--- config.mk ---
export PLATFORM = sky130hd
export DESIGN_NAME = ram_frame_reader
export DESIGN_NICKNAME = d
export VERILOG_FILES = /design/src/rtl/vlc_pkg.sv /design/src/rtl/byte_skid_fifo.sv /design/src/rtl/ram_frame_reader.sv
export SDC_FILE = /design/constraint.sdc
export NUM_CORES = 1
export LEC_CHECK = 0
export ABC_AREA = 1
export CORE_MARGIN = 2
export CORE_UTILIZATION = 35
export CTS_BUF_LIST = sky130_fd_sc_hd__clkbuf_4 sky130_fd_sc_hd__clkbuf_8
export DETAILED_ROUTE_END_ITERATION = 10
export PLACE_DENSITY_LB_ADDON = 0.15
export SYNTH_ARGS = -nofsm -noshare
export SYNTH_HDL_FRONTEND = slang
export SYNTH_SLANG_ARGS = --single-unit
--- constraint.sdc ---
create_clock -name clk -period 3.1 [get_ports clk]
set_input_delay 0.465 -clock clk [delete_from_list [all_inputs] [get_ports clk]]
set_output_delay 0.465 -clock clk [all_outputs]
set_load 0.1 [all_outputs]
--- src/rtl/vlc_pkg.sv ---
// Shared constants, the reader state type and a small occupancy helper
// for the RAM frame reader.
package vlc_pkg;

  localparam int RAM_DEPTH = 1024;
  localparam int ADDR_W    = 10;
  localparam int DATA_W    = 8;

  typedef enum logic [1:0] {
    ST_IDLE  = 2'd0,
    ST_RUN   = 2'd1,
    ST_FLUSH = 2'd2
  } rdr_state_e;

  // Bytes that will be held once this cycle's pop completes: the buffered
  // bytes plus the one read still on its way back from the RAM.
  function automatic logic [2:0] occupancy(input logic [1:0] count,
                                           input logic       in_flight,
                                           input logic       pop);
    occupancy = {1'b0, count} + {2'b00, in_flight} - {2'b00, pop};
  endfunction

endpackage

--- src/rtl/byte_skid_fifo.sv ---
// Two-entry byte FIFO with a per-byte last flag. The head entry is driven
// straight out of storage so it stays put while the consumer stalls.
module byte_skid_fifo #(
  parameter int DATA_W = 8
) (
  input  logic              clk,
  input  logic              rst_n,
  input  logic              push,
  input  logic [DATA_W-1:0] push_data,
  input  logic              push_last,
  input  logic              pop,
  output logic [1:0]        count,
  output logic [DATA_W-1:0] data,
  output logic              last
);

  logic [DATA_W-1:0] mem_q [2];
  logic [DATA_W-1:0] mem_d [2];
  logic [1:0]        last_q;
  logic [1:0]        last_d;
  logic              wr_ptr_q;
  logic              wr_ptr_d;
  logic              rd_ptr_q;
  logic              rd_ptr_d;
  logic [1:0]        count_q;
  logic [1:0]        count_d;

  // Next-state for storage, pointers and fill level.
  always_comb begin
    mem_d    = mem_q;
    last_d   = last_q;
    wr_ptr_d = wr_ptr_q;
    rd_ptr_d = rd_ptr_q;
    count_d  = count_q;
    if (push) begin
      mem_d[wr_ptr_q]  = push_data;
      last_d[wr_ptr_q] = push_last;
      wr_ptr_d         = ~wr_ptr_q;
    end else begin
      wr_ptr_d = wr_ptr_q;
    end
    if (pop) begin
      rd_ptr_d = ~rd_ptr_q;
    end else begin
      rd_ptr_d = rd_ptr_q;
    end
    case ({push, pop})
      2'b10:   count_d = count_q + 2'd1;
      2'b01:   count_d = count_q - 2'd1;
      default: count_d = count_q;
    endcase
  end

  // FIFO state registers; reset leaves the FIFO empty with zeroed storage.
  always_ff @(posedge clk or negedge rst_n) begin
    if (!rst_n) begin
      mem_q[0] <= {DATA_W{1'b0}};
      mem_q[1] <= {DATA_W{1'b0}};
      last_q   <= 2'b00;
      wr_ptr_q <= 1'b0;
      rd_ptr_q <= 1'b0;
      count_q  <= 2'd0;
    end else begin
      mem_q[0] <= mem_d[0];
      mem_q[1] <= mem_d[1];
      last_q   <= last_d;
      wr_ptr_q <= wr_ptr_d;
      rd_ptr_q <= rd_ptr_d;
      count_q  <= count_d;
    end
  end

  assign count = count_q;
  assign data  = mem_q[rd_ptr_q];
  assign last  = last_q[rd_ptr_q] & (count_q != 2'd0);

endmodule

--- src/rtl/ram_frame_reader.sv ---
// Streams a frame of bytes out of a synchronous-read RAM: a run of
// consecutive (wrapping) addresses is read and forwarded through a
// two-entry FIFO as a valid/ready byte stream with a last marker.
module ram_frame_reader
  import vlc_pkg::*;
#(
  parameter int ADDR_W = vlc_pkg::ADDR_W,
  parameter int DATA_W = vlc_pkg::DATA_W
) (
  input  logic              clk,
  input  logic              rst_n,
  input  logic              start,
  input  logic [ADDR_W-1:0] base_addr,
  input  logic [ADDR_W:0]   length,
  output logic              busy,
  output logic              done,
  output logic [ADDR_W-1:0] ram_addr,
  output logic              ram_we,
  input  logic [DATA_W-1:0] ram_dout,
  output logic              m_valid,
  output logic [DATA_W-1:0] m_data,
  output logic              m_last,
  input  logic              m_ready
);

  localparam int CNT_W = ADDR_W + 1;

  rdr_state_e        state_q;
  rdr_state_e        state_d;
  logic              busy_q;
  logic              busy_d;
  logic              done_q;
  logic              done_d;
  logic [CNT_W-1:0]  len_q;
  logic [CNT_W-1:0]  len_d;
  logic [CNT_W-1:0]  rd_cnt_q;
  logic [CNT_W-1:0]  rd_cnt_d;
  logic [ADDR_W-1:0] addr_q;
  logic [ADDR_W-1:0] addr_d;
  logic              inflight_q;
  logic              inflight_d;
  logic              inflight_last_q;
  logic              inflight_last_d;

  logic [1:0]        fifo_count_s;
  logic              fifo_valid_s;
  logic              fifo_last_s;
  logic              pop_s;
  logic              last_rd_s;

  assign fifo_valid_s = (fifo_count_s != 2'd0);
  assign pop_s        = fifo_valid_s & m_ready;
  assign last_rd_s    = (rd_cnt_q == (len_q - CNT_W'(1)));

  // Sequencing: capture a request, issue reads while the FIFO has room
  // counting the read in flight, then wait for the last byte to leave.
  always_comb begin
    state_d         = state_q;
    busy_d          = busy_q;
    done_d          = 1'b0;
    len_d           = len_q;
    rd_cnt_d        = rd_cnt_q;
    addr_d          = addr_q;
    inflight_d      = 1'b0;
    inflight_last_d = 1'b0;
    case (state_q)
      ST_IDLE: begin
        if (start) begin
          if (length != CNT_W'(0)) begin
            state_d  = ST_RUN;
            busy_d   = 1'b1;
            len_d    = length;
            rd_cnt_d = CNT_W'(0);
            addr_d   = base_addr;
          end else begin
            done_d = 1'b1;
          end
        end else begin
          state_d = ST_IDLE;
        end
      end
      ST_RUN: begin
        if (occupancy(fifo_count_s, inflight_q, pop_s) < 3'd2) begin
          inflight_d      = 1'b1;
          inflight_last_d = last_rd_s;
          addr_d          = addr_q + ADDR_W'(1);
          rd_cnt_d        = rd_cnt_q + CNT_W'(1);
          if (last_rd_s) begin
            state_d = ST_FLUSH;
          end else begin
            state_d = ST_RUN;
          end
        end else begin
          state_d = ST_RUN;
        end
      end
      ST_FLUSH: begin
        if (pop_s && fifo_last_s) begin
          state_d = ST_IDLE;
          busy_d  = 1'b0;
          done_d  = 1'b1;
        end else begin
          state_d = ST_FLUSH;
        end
      end
      default: begin
        state_d = ST_IDLE;
        busy_d  = 1'b0;
      end
    endcase
  end

  // Controller registers; reset aborts any frame and drops the read in flight.
  always_ff @(posedge clk or negedge rst_n) begin
    if (!rst_n) begin
      state_q         <= ST_IDLE;
      busy_q          <= 1'b0;
      done_q          <= 1'b0;
      len_q           <= CNT_W'(0);
      rd_cnt_q        <= CNT_W'(0);
      addr_q          <= ADDR_W'(0);
      inflight_q      <= 1'b0;
      inflight_last_q <= 1'b0;
    end else begin
      state_q         <= state_d;
      busy_q          <= busy_d;
      done_q          <= done_d;
      len_q           <= len_d;
      rd_cnt_q        <= rd_cnt_d;
      addr_q          <= addr_d;
      inflight_q      <= inflight_d;
      inflight_last_q <= inflight_last_d;
    end
  end

  byte_skid_fifo #(
    .DATA_W (DATA_W)
  ) u_fifo (
    .clk       (clk),
    .rst_n     (rst_n),
    .push      (inflight_q),
    .push_data (ram_dout),
    .push_last (inflight_last_q),
    .pop       (pop_s),
    .count     (fifo_count_s),
    .data      (m_data),
    .last      (fifo_last_s)
  );

  assign busy     = busy_q;
  assign done     = done_q;
  assign ram_addr = addr_q;
  assign ram_we   = 1'b0;
  assign m_valid  = fifo_valid_s;
  assign m_last   = fifo_last_s;

endmodule

After elaboration in Yosys (flattened, before gate mapping)
Index checks and enable logic that the tools add are counted.
{ "word_totals": {"output_inout_bits": 23, "wordCells": 94, "regBits": 60} }
{ "op_classes": {"n_bitwise": 7, "n_reduce_logical": 11, "n_eq_ne": 10, "n_addsub": 7, "order_cmp": 7, "n_mux": 38} }
{ "op_table": {"columns": ["cell", "n"], "rows": [
  ["$mux W11", 3],
  ["$mux W8", 4],
  ["$mux W10", 3],
  ["$pmux W11 S2", 1],
  ["$pmux W10 S2", 1],
  ["$bwmux W16", 1],
  ["$mux W1", 13],
  ["$add A11 B1 Y11 const B", 1],
  ["$eq A11 B11 Y1", 1],
  ["$reduce_bool A11 Y1", 1],
  ["$sub A11 B1 Y11 const B", 1],
  ["$add A10 B1 Y10 const B", 1],
  ["$mux W2", 5],
  ["$demux W8 S1", 1],
  ["$ne A2 B2 Y1 const B", 4],
  ["$reduce_and A4 Y1", 2],
  ["$pmux W2 S3", 1],
  ["$reduce_bool A2 Y1", 3],
  ["$eq A2 B1 Y1 const B", 2],
  ["$eq A2 B2 Y1 const B", 2],
  ["$ge A2 B2 Y1 const B", 2],
  ["$lt A1 B2 Y1 const B", 2],
  ["$not A1 Y2", 2],
  ["$pmux W2 S2", 1],
  ["17 further kinds", 22]
]} }

Logic depth before layout (Yosys ltp)
Gate-level depths: netlist (run 1).
{ "logic_depth": {"ltp_word": 6, "mapped_depth": 18, "mapped_depth_nobuf": 17} }

Hierarchy
Synthesis (run 1) repeated with hierarchy kept, for this count alone.
{ "unflattened": {"hier_cells": 478, "area_unflattened_um2": 3548.4} }
{ "by_module_without_submodules": {"columns": ["mod", "area_each_um2", "instances", "seq_area_each_um2", "cells_per_inst"], "rows": [
  ["ram_frame_reader", 2541.2, 1, 950.9, 361],
  ["byte_skid_fifo", 1007.2, 1, 550.5, 117]
]} }

Worst setup path before layout (run 1)
No wires, ideal clock.
{ "synth_timing": {"path_kind": "register to register", "start": "reg u_fifo.count_q[1] (netlist: u_fifo.count[1])", "end": "reg busy_q (netlist: busy)", "n_path_buf": 0, "required_time_ns": 2.978, "slack_ns": -0.148, "stages_incl_launch_ff": 10, "arrival_time_ns": 3.126, "path_cell_list": "dfrtp_1 inv_1 nand2_1 o21ai_0 nor2_1 nand2_1 nand3_1 nand3_1 nand2_1 nand2_1"} }
{ "synth_via": {"elab_chain_len": 5} }
{ "synth_rtl": {"columns": ["item", "line_no", "source"], "rows": [
  ["start, declared", "byte_skid_fifo.sv:25", "logic [1:0] count_q;"],
  ["start signal, assigned", "byte_skid_fifo.sv:69", "count_q <= count_d;"],
  ["$reduce_bool A2 Y1", "ram_frame_reader.sv:51", "assign fifo_valid_s = (fifo_count_s != 2'd0);"],
  ["named net m_valid", "ram_frame_reader.sv:20", "output logic m_valid,"],
  ["$and A1 B1 Y1", "byte_skid_fifo.sv:75", "assign last = last_q[rd_ptr_q] & (count_q != 2'd0);"],
  ["named net m_last", "ram_frame_reader.sv:22", "output logic m_last,"],
  ["$logic_and A1 B1 Y1", "ram_frame_reader.sv:98", "if (pop_s && fifo_last_s) begin"],
  ["$ne A2 B2 Y1 (no line)", null, null],
  ["$reduce_and A4 Y1 (no line)", null, null],
  ["end signal, assigned", "ram_frame_reader.sv:126", "busy_q <= busy_d;"],
  ["end, declared", "ram_frame_reader.sv:30", "logic busy_q;"]
]} }
The timed path passes the listed nets, and every way through them passes these cells.
A chain may end at the register's enable or synchronous reset.

Worst setup path after layout (run 1)
{ "layout_timing": {"start": "reg u_fifo.count_q[1] (netlist: u_fifo.count[1])", "end": "reg addr_q[3] (netlist: ram_addr[3])"} }
{ "layout_via": {"elab_chain_len": 6} }
{ "layout_rtl": {"columns": ["item", "line_no", "source"], "rows": [
  ["$reduce_bool A2 Y1", "ram_frame_reader.sv:51", null],
  ["$and A1 B1 Y1", "ram_frame_reader.sv:52", "assign pop_s = fifo_valid_s & m_ready;"],
  ["named net pop_s", "ram_frame_reader.sv:48", "logic pop_s;"],
  ["$sub A3 B1 Y3", "vlc_pkg.sv:20", "occupancy = {1'b0, count} + {2'b00, in_flight} - {2'b00, pop};"],
  ["$lt A3 B2 Y1", "ram_frame_reader.sv:83", "if (occupancy(fifo_count_s, inflight_q, pop_s) < 3'd2) begin"],
  ["$ne A2 B2 Y1 (no line)", null, null],
  ["$reduce_and A4 Y1 (no line)", null, null],
  ["end signal, assigned", "ram_frame_reader.sv:130", "addr_q <= addr_d;"],
  ["end, declared", "ram_frame_reader.sv:38", "logic [ADDR_W-1:0] addr_q;"]
]} }
The timed path passes the listed nets, and every way through them passes these cells.

==> reports/qor.yml, run 1 <==
worst_setup_path:
  slowest_delay_ns: 0.42
  worst-path-stages: 17
  slowest_stage: "fa_1"
  cp_data_arrival_time_ns: 3.10
  cp-end-kind: "flop"
  crit_fanout: 12
  path_cells: "inv_1 -> nand2_2 -> nand2_1 -> inv_1 -> ha_1 -> nor2_1 -> fa_1 -> inv_1 -> nand2_1 -> nor2_1 -> nand2_1 -> inv_2 -> nor2_8 -> inv_4 -> buf_12 -> a21oi_1 -> a21oi_1"
  path_class: "reg -> reg"
  crit_path_start_kind: "flop"
  cpLargestDelayFamily: "buffers and inverters"
  cp.required_ns: 3.37
  crit_buf_inv: 6
  ff2ff_path_depth: 17
synthesis:
  syn_avg_cell_area_um2: 7.33
  synthCells: 469
  ys_warn_count: 0
  syn_area_um2: 3440
  synth-seq-cells: 60
  ys_seq_area_share_pct: 43.7
  ys_types: 38
  syn-num-nets: 508
global_route:
  gr-total-overflow: 0
  track_usage_pct: 17.3
  grt_pass1_wl_um: 14100
  grt_pass1_vias: 2933
  grt_max_degree: 28
  antenna_found_initial: 0
outcome:
  status: "completed"
route:
  avgRoutedWirePerCell_um: 12.9
  wirelength_um: 8570
  via_per_inst: 4.74
  final_antenna_net_count: 0
  vias: 3139
  drt_first_pass_iters: 4
  drt_iter0_drc: 96
  drc: 0
sta:
  min_period_ns: 2.83
  maxSlewHeadroom_pct: 51.3
  drv_slew: 0
  fin_crit_sh_pct: 91.4
  rsz0062_at_grt: "no"
  fmax_ghz: 0.353
  worst_pin_slew_ns: 0.724
  fin_skew_ns: 0.00608
  final.setup.tns_ns: 0
  setup_viol: 0
  hold_viol_final: 0
  setup_slack_ns: 0.266
floorplan:
  core_um2: 9640
  die_y_um: 103
  dieArea_um2: 10600
  boundaryPins: 56
  rows: 36
  initial_core_util_pct: 35.7
  die_x_um: 103
placement:
  place_congestion: 0.892
  hpwl_um: 6260
  dp.cells: 646
  port_buffers: 54
  dp_slack_ns: -0.0113
worst_hold_path:
  hold_class: "in -> async"
flow_run:
  drv_cap: 0
cells_and_area:
  final_cells: 662
  drive_above_1_share_pct: 11.7
  layout_commonest_cell: "nand2_1"
  n_antenna_cell: 0
  synthToLayoutAreaGrowth_pct: 23.8
  fill_cells: 1013
  final_cell_mix: "nand2_1, dfrtp_1, inv_1"
  fin_nets: 563
clock_network:
  cts_buffer_depth: 2
  path_clk_slew_ns: 0.07
  holdBufCountCts: 0
  cts_tree: "built"
  clock_latency_ns: 0.34
  cts_buffers: 9
  cts-root-buf: "clkbuf_8"
  htreeDepth: 3
  postCtsSetupBuffers: 0
  cts-resized-gates: 0
  clock_sinks: 60
## Yosys cell counts
library cell / n / area, µm²
nand2_1: 153 / 574
dfrtp_1: 60 / 1500
inv_1: 51 / 191
o21ai_0: 39 / 195
nor2_1: 35 / 131
nand3_1: 34 / 170
a21oi_1: 17 / 85.1
nand4_1: 10 / 62.6
o21ai_1: 9 / 45.0
xor2_1: 8 / 70.1
ha_1: 5 / 62.6
buf_2: 4 / 20.0
clkbuf_1: 4 / 15.0
nor3_1: 4 / 20.0
a21oi_2: 3 / 26.3
buf_4: 3 / 22.5
nor2_2: 3 / 18.8
buf_6: 2 / 22.5
clkinv_1: 2 / 7.51
nor2_4: 2 / 22.5
o21ai_2: 2 / 17.5
o31ai_1: 2 / 15.0
xnor2_1: 2 / 17.5
a21oi_4: 1 / 16.3
a31oi_1: 1 / 6.26
buf_1: 1 / 3.75
clkbuf_2: 1 / 5.00
conb_1: 1 / 3.75
fa_1: 1 / 20.0
inv_2: 1 / 3.75
inv_4: 1 / 6.26
nand2_2: 1 / 6.26
nand3b_1: 1 / 7.51
nor2_8: 1 / 20.0
nor4_1: 1 / 6.26
o211ai_1: 1 / 7.51
o22ai_1: 1 / 6.26
or2_2: 1 / 6.26
## worst paths after layout
kind / startpoint / to / slack (ns)
worst max register to register: u_fifo.count[1] / ram_addr[3] / 0.27
min in group clk: u_fifo.mem_q[12] / u_fifo.mem_q[12] / 0.49
worst max-delay path: u_fifo.count[1] / ram_addr[3] / 0.27
worst min-delay path: rst_n / u_fifo.rd_ptr_q / 0.07
worst min register to register: u_fifo.mem_q[12] / u_fifo.mem_q[12] / 0.49
max in group asynchronous: rst_n / rd_cnt_q[2] / 2.32
## flip-flops by register name, indices dropped and copies added, names as in the netlist, 2 cells and up
signal,cells
state_q,2
ram_addr,10
len_q,11
u_fifo.count,2
u_fifo.mem_q,16
rd_cnt_q,11
u_fifo.last_q,2
## per-stage QoR
stage / utilization (%) / hold WS [ns] / area [µm²]
final: 44.2 / 0.0719 / 4260
after global routing: 44.2 / 0.0989 / 4260
after CTS: 44.2 / 0.0822 / 4260
after detailed placement: 42.2 / 0.456 / 4070
after global placement: 42.2 / 0.457 / 4070
after floorplan: - / 0.169 / 3440
## layout make-up
| class | count | area [µm²] | area share (%) |
|---|---|---|---|
| inverters | 55 | 209 | 4.91 |
| clock buffers | 9 | 124 | 2.91 |
| well taps | 133 | 166 | 3.91 |
| repair buffers | 59 | 543 | 12.8 |
| multi-input cells | 339 | 1650 | 38.7 |
| flip-flops and latches | 60 | 1500 | 35.3 |
| clock inverters | 7 | 67.6 | 1.59 |
## worst reg2reg max path, stage by stage (launching register included)
cell	delay [ns]
dfrtp_1	0.39
inv_1	0.14
nand2_2	0.09
nand2_1	0.09
inv_1	0.06
ha_1	0.26
nor2_1	0.13
fa_1	0.42
inv_1	0.07
nand2_1	0.05
nor2_1	0.18
nand2_1	0.12
inv_2	0.14
nor2_8	0.08
inv_4	0.18
buf_12	0.16
a21oi_1	0.07
a21oi_1	0.12
## cell families after synthesis
| kind of cell | count (synthesis) | share of synthesized area, % |
|---|---|---|
| AND/OR/NAND/NOR | 246 | 30.4 |
| AO/OA/AOI/OAI | 76 | 12.2 |
| buffers and inverters | 70 | 8.66 |
| flip-flops | 60 | 43.7 |
| XOR/XNOR | 10 | 2.55 |
| adder cells (fa/ha/maj) | 6 | 2.40 |
| other | 1 | 0.109 |
## routing by layer
layer | wire (µm) | GRT usage, % | share of wire [%] | up-vias
met4 | 108 | 4.35 | 1.3 | 0
li1 | - | - | - | 1607
met2 | 3880 | 27.4 | 45 | 81
met1 | 4070 | 23.7 | 48 | 1441
met5 | 0 | 0 | 0 | -
met3 | 502 | 4.54 | 5.9 | 10
Power of run 1 is not shown: default switching activity piles up to over one toggle a cycle in this logic, so the estimate is an artifact.
==> inputs of run 2 (changes only) <==
CORE_UTILIZATION = 50   (was 35)
==> run 2 against run 1 <==
Compared with the run above: cell area shrank 1.0%; first-iteration DRC count grew to 2.9 times the previous value; routed wire length shrank 5.5%; non-clock buffer count grew 1.
==> reports/qor.yml, run 2 (same netlist as run 1, synthesis figures left out) <==
cells_and_area:
  final_cells: 610  # -7.9%
  fin_nets: 564  # +0.18%
  largest_reg_flops: 16  # unchanged
  final_core_utilization_pct: 62.7  # +19 points
  reg_top3: "u_fifo.mem_q (16), len_q (11), rd_cnt_q (11)"
  top_register: "u_fifo.mem_q"
  n_antenna_cell: 0  # unchanged
  layout_commonest_cell: "nand2_1"
  synthToLayoutAreaGrowth_pct: 22.5
  drive_above_1_share_pct: 11.9  # +0.17 points
  final_cell_mix: "nand2_1, dfrtp_1, inv_1"
global_route:
  met1_usage_pct: 33.5  # +9.8 points
  grt_pass1_vias: 3154  # +7.5%
  antenna_found_initial: 0  # unchanged
  track_usage_pct: 23.7  # +6.4 points
  grt_pass1_wl_um: 14100  # about the same
  grt.met3_usage_pct: 3.32  # -1.2 points
  busiest_layer: "met2"
  gr-total-overflow: 0  # unchanged
  grt_max_degree: 28  # unchanged
  met2_usage_pct: 37.3  # +10 points
clock_network:
  cts_tree: "built"
  cts_buffer_depth: 2  # unchanged
  cts-resized-gates: 0  # unchanged
  clock_latency_ns: 0.34  # about the same
  holdBufCountCts: 0  # unchanged
  cts-root-buf: "clkbuf_8"
  clock_sinks: 60  # unchanged
  path_clk_slew_ns: 0.07  # about the same
  cts_buffers: 9  # unchanged
  postCtsSetupBuffers: 0  # unchanged
  htreeDepth: 3  # unchanged
placement:
  dp.cells: 594  # -8.0%
  hpwl_um: 5840  # -6.7%
  port_buffers: 54  # unchanged
  place_congestion: 0.800  # -10%
worst_setup_path:
  path_class: "reg -> reg"
  crit_path_start_kind: "flop"
  cp_data_arrival_time_ns: 3.02  # -0.08 ns
  cp.required_ns: 3.36  # about the same
  cp-end-kind: "flop"
  crit_fanout: 15  # +3
route:
  drt_first_pass_iters: 4  # unchanged
  avgRoutedWirePerCell_um: 13.3  # +2.6%
  via_per_inst: 5.22  # +10%
  drt_iter0_drc: 278  # +190%
  vias: 3184  # +1.4%
  final_antenna_net_count: 0  # unchanged
  drc: 0  # unchanged
  wirelength_um: 8100  # -5.5%
floorplan:
  rows: 30  # -17%
  die_y_um: 86.9  # -16%
  dieArea_um2: 7560  # -29%
  initial_core_util_pct: 51.2  # +16 points
  boundaryPins: 56  # unchanged
  die_x_um: 86.9  # -16%
  core_um2: 6720  # -30%
sta:
  worst_pin_slew_ns: 0.612  # -0.113 ns
  final.setup.tns_ns: 0  # unchanged
  rsz0062_at_grt: "no"
  setup_viol: 0  # unchanged
  fmax_ghz: 0.362  # +2.5%
  min_period_ns: 2.77  # -0.0688 ns
  fin_skew_ns: 0.00846  # +0.00238 ns
  drv_slew: 0  # unchanged
  maxSlewHeadroom_pct: 59.2  # +7.9 points
  hold_viol_final: 0  # unchanged
  fin_crit_sh_pct: 89.2  # -2.2 points
outcome:
  status: "completed"
flow_run:
  drv_cap: 0  # unchanged
worst_hold_path:
  hold_class: "in -> async"
-- run 2: cell count changes in the layout (fill, tap and decap cells not counted) --
cell	change
buf_12	-1
buf_4	+2
bufinv_16	+1
clkbuf_4	+1
clkinv_2	-2
clkinv_4	+1
clkinvlp_4	-1
-- run 2: worst paths after layout --
kind	startpoint	endpoint	slack (ns)	cells after the start
worst min register to register	u_fifo.mem_q[5]	u_fifo.mem_q[5]	0.49	2
min in group clk	u_fifo.mem_q[5]	u_fifo.mem_q[5]	0.49	2
max in group asynchronous	rst_n	inflight_q	2.21	2
worst max-delay path	u_fifo.count[1]	ram_addr[1]	0.33	17
worst min-delay path	rst_n	len_q[5]	0.13	1
worst max register to register	u_fifo.count[1]	ram_addr[1]	0.33	17
-- run 2: worst max-delay path, cell delays in order (launching register included) --
cell	delay [ns]
dfrtp_1	0.40
inv_1	0.15
nand2_2	0.09
nand2_1	0.09
inv_1	0.07
ha_1	0.27
nor2_1	0.13
fa_1	0.42
inv_1	0.06
nand2_1	0.05
nor2_1	0.12
nand2_1	0.10
inv_2	0.15
nor2_8	0.08
inv_4	0.17
buf_12	0.16
nor2_1	0.04
a31oi_1	0.14
-- run 2: routing by layer --
layer / vias to the layer above / part of all wire [%]
met2: 79 / 46
li1: 1612 / -
met5: - / 0
met1: 1483 / 47
met4: 0 / 1.4
met3: 10 / 5.2
-- run 2: layout make-up --
class | instances | area [µm²]
Multi-Input combinational cell | 339 | 1650
Inverter | 55 | 209
Fill cell | 607 | 2500
Sequential cell | 60 | 1500
Clock buffer | 10 | 131
Tap cell | 80 | 100
Clock inverter | 6 | 88.8
Timing Repair Buffer | 60 | 538
-- run 2: stage by stage --
step | setup WS, ns | instance area (µm²) | hold slack (ns)
floorplan | 0.212 | 3440 | 0.169
global placement | 0.0981 | 3990 | 0.465
detailed placement | 0.0258 | 3990 | 0.473
CTS | 0.305 | 4210 | 0.151
global route | 0.0586 | 4210 | 0.165
finish | 0.335 | 4210 | 0.135
Power of run 2 is left out for the same reason.
==> inputs of run 3 (changes only) <==
CORE_UTILIZATION = 55   (was 50)
MAX_ROUTING_LAYER = met4   (was unset)
==> run 3 against run 2 <==
Compared with the run above: setup slack got worse by 0.10 ns; maximum frequency shrank 3.5%; clock skew grew 0.0044 ns; critical endpoint is now rd_cnt_q[6]; largest cell class unchanged; highest routed layer unchanged.
==> reports/qor.yml, run 3 (same netlist as run 1, synthesis figures left out) <==
sta:
  hold_viol_final: 0  # unchanged
  maxSlewHeadroom_pct: 39.5  # -20 points
  fin_crit_sh_pct: 92.4  # +3.2 points
  setup_viol: 0  # unchanged
  fin_skew_ns: 0.0128  # +0.00436 ns
  min_period_ns: 2.87  # +0.101 ns
  final.setup.tns_ns: 0  # unchanged
  rsz0062_at_grt: "no"
  drv_slew: 0  # unchanged
  fmax_ghz: 0.349  # -3.5%
  worst_pin_slew_ns: 0.907  # +0.295 ns
route:
  drt_iter0_drc: 268  # -3.6%
  wirelength_um: 8060  # -0.54%
  drt_first_pass_iters: 4  # unchanged
  drc: 0  # unchanged
  final_antenna_net_count: 0  # unchanged
  vias: 3153  # -0.97%
  via_per_inst: 5.23  # +0.18%
  avgRoutedWirePerCell_um: 13.4  # +0.61%
outcome:
  status: "completed"
global_route:
  busiest_layer: "met2"
  grt_max_degree: 41  # +46%
  antenna_found_initial: 0  # unchanged
  track_usage_pct: 24.7  # +1.0 points
  grt_pass1_vias: 2950  # -6.5%
  met2_usage_pct: 37.8  # +0.42 points
  met1_usage_pct: 32.7  # -0.86 points
  gr-total-overflow: 0  # unchanged
  grt.met3_usage_pct: 6.36  # +3.0 points
  grt_pass1_wl_um: 13600  # -3.1%
cells_and_area:
  seq_area_um2: 1500  # unchanged
  n_antenna_cell: 0  # unchanged
  fin_nets: 562  # -0.35%
  final_cell_mix: "nand2_1, dfrtp_1, inv_1"
  postLayoutCellArea_um2: 4180  # -0.92%
  drive_above_1_share_pct: 11.6  # -0.33 points
  largest_reg_flops: 16  # unchanged
  multiInputGateArea_um2: 1650  # unchanged
  reg_top3: "u_fifo.mem_q (16), len_q (11), rd_cnt_q (11)"
  synthToLayoutAreaGrowth_pct: 21.4
  fill_cells: 491  # -19%
  final_core_utilization_pct: 69.7  # +7.0 points
  layout_commonest_cell: "nand2_1"
  top_register: "u_fifo.mem_q"
floorplan:
  initial_core_util_pct: 57.4  # +6.2 points
  rows: 28  # -6.7%
  die_y_um: 83.1  # -4.4%
  boundaryPins: 56  # unchanged
  die_x_um: 83.1  # -4.4%
  dieArea_um2: 6900  # -8.7%
  core_um2: 5990  # -11%
flow_run:
  drv_cap: 0  # unchanged
clock_network:
  cts-resized-gates: 0  # unchanged
  postCtsSetupBuffers: 0  # unchanged
  cts-root-buf: "clkbuf_8"
  htreeDepth: 3  # unchanged
  clock_sinks: 60  # unchanged
  holdBufCountCts: 0  # unchanged
  path_clk_slew_ns: 0.08  # about the same
  clock_latency_ns: 0.34  # about the same
  cts_buffers: 9  # unchanged
  cts_tree: "built"
  cts_buffer_depth: 2  # unchanged
placement:
  placed_cell_area_um2: 3990  # -0.22%
  port_buffers: 54  # unchanged
  hpwl_um: 5860  # +0.38%
  place_congestion: 0.854  # +6.7%
worst_setup_path:
  crit_buf_inv: 6  # unchanged
  worst-path-stages: 17  # unchanged
  path_cells: "inv_1 -> nand2_2 -> nand2_1 -> inv_1 -> ha_1 -> nor2_1 -> fa_1 -> inv_1 -> nand2_1 -> nor2_1 -> nand2_1 -> inv_2 -> nor2_8 -> inv_6 -> buf_12 -> nand4_1 -> o21ai_1"
  crit_fanout: 12  # -3
  slowest_delay_ns: 0.42  # about the same
  path_class: "reg -> reg"
  ff2ff_path_depth: 17  # unchanged
  crit_path_start_kind: "flop"
  cp-end-kind: "flop"
  cp.required_ns: 3.36  # about the same
  cpLargestDelayFamily: "simple AND/OR/NAND/NOR gates"
  cp_data_arrival_time_ns: 3.13  # +0.11 ns
  slowest_stage: "fa_1"
worst_hold_path:
  hold_class: "in -> async"
## run 3: changes by cell type in the layout (fill, tap and decap cells not counted), sizes merged
cell / before / now
clkinvlp: 2 / 3
buf: 29 / 27
clkbuf: 10 / 11
bufinv: 2 / 0
## run 3: metal layers
metal	share of wire, %	vias up
met4	1.2	0
met3	5.9	10
met1	46	1454
met2	47	84
met5	0	-
li1	-	1605
## run 3: final timing paths
path | start | to | slack (ns)
setup / recovery | u_fifo.count[1] | rd_cnt_q[6] | 0.23
hold / removal | rst_n | ram_addr[3] | 0.26
setup reg to reg | u_fifo.count[1] | rd_cnt_q[6] | 0.23
hold reg to reg | u_fifo.mem_q[13] | u_fifo.mem_q[13] | 0.49
max in group asynchronous | rst_n | state_q[0] | 2.11
min in group clk | u_fifo.mem_q[13] | u_fifo.mem_q[13] | 0.49
## run 3: cell type report
class                      count  area share, %
clock buffer                  11           3.63
clock inverter                 5          0.869
inverter                      55           5.06
multi-input combinational    339           39.4
sequential                    60           36.0
tap                           75           2.25
timing repair buffer          58           12.8
## run 3: worst reg2reg max path, stage by stage, from the launching register on
cell     delay, ns
dfrtp_1       0.41
inv_1         0.15
nand2_2       0.09
nand2_1       0.09
inv_1         0.07
ha_1          0.26
nor2_1        0.12
fa_1          0.42
inv_1         0.06
nand2_1       0.05
nor2_1        0.19
nand2_1       0.13
inv_2         0.17
nor2_8        0.09
inv_6         0.15
buf_12        0.14
nand4_1       0.08
o21ai_1       0.12
## run 3: through the flow
stage | instances | hold slack, ns | setup WS (ns)
2_1_floorplan | 469 | 0.169 | 0.212
3_3_place_gp | 587 | 0.466 | 0.0710
3_5_place_dp | 587 | 0.469 | 0.0000566
4_1_cts | 603 | 0.275 | 0.222
5_1_grt | 603 | 0.328 | 0.0366
6_report | 603 | 0.262 | 0.234
Power of run 3 is left out for the same reason.
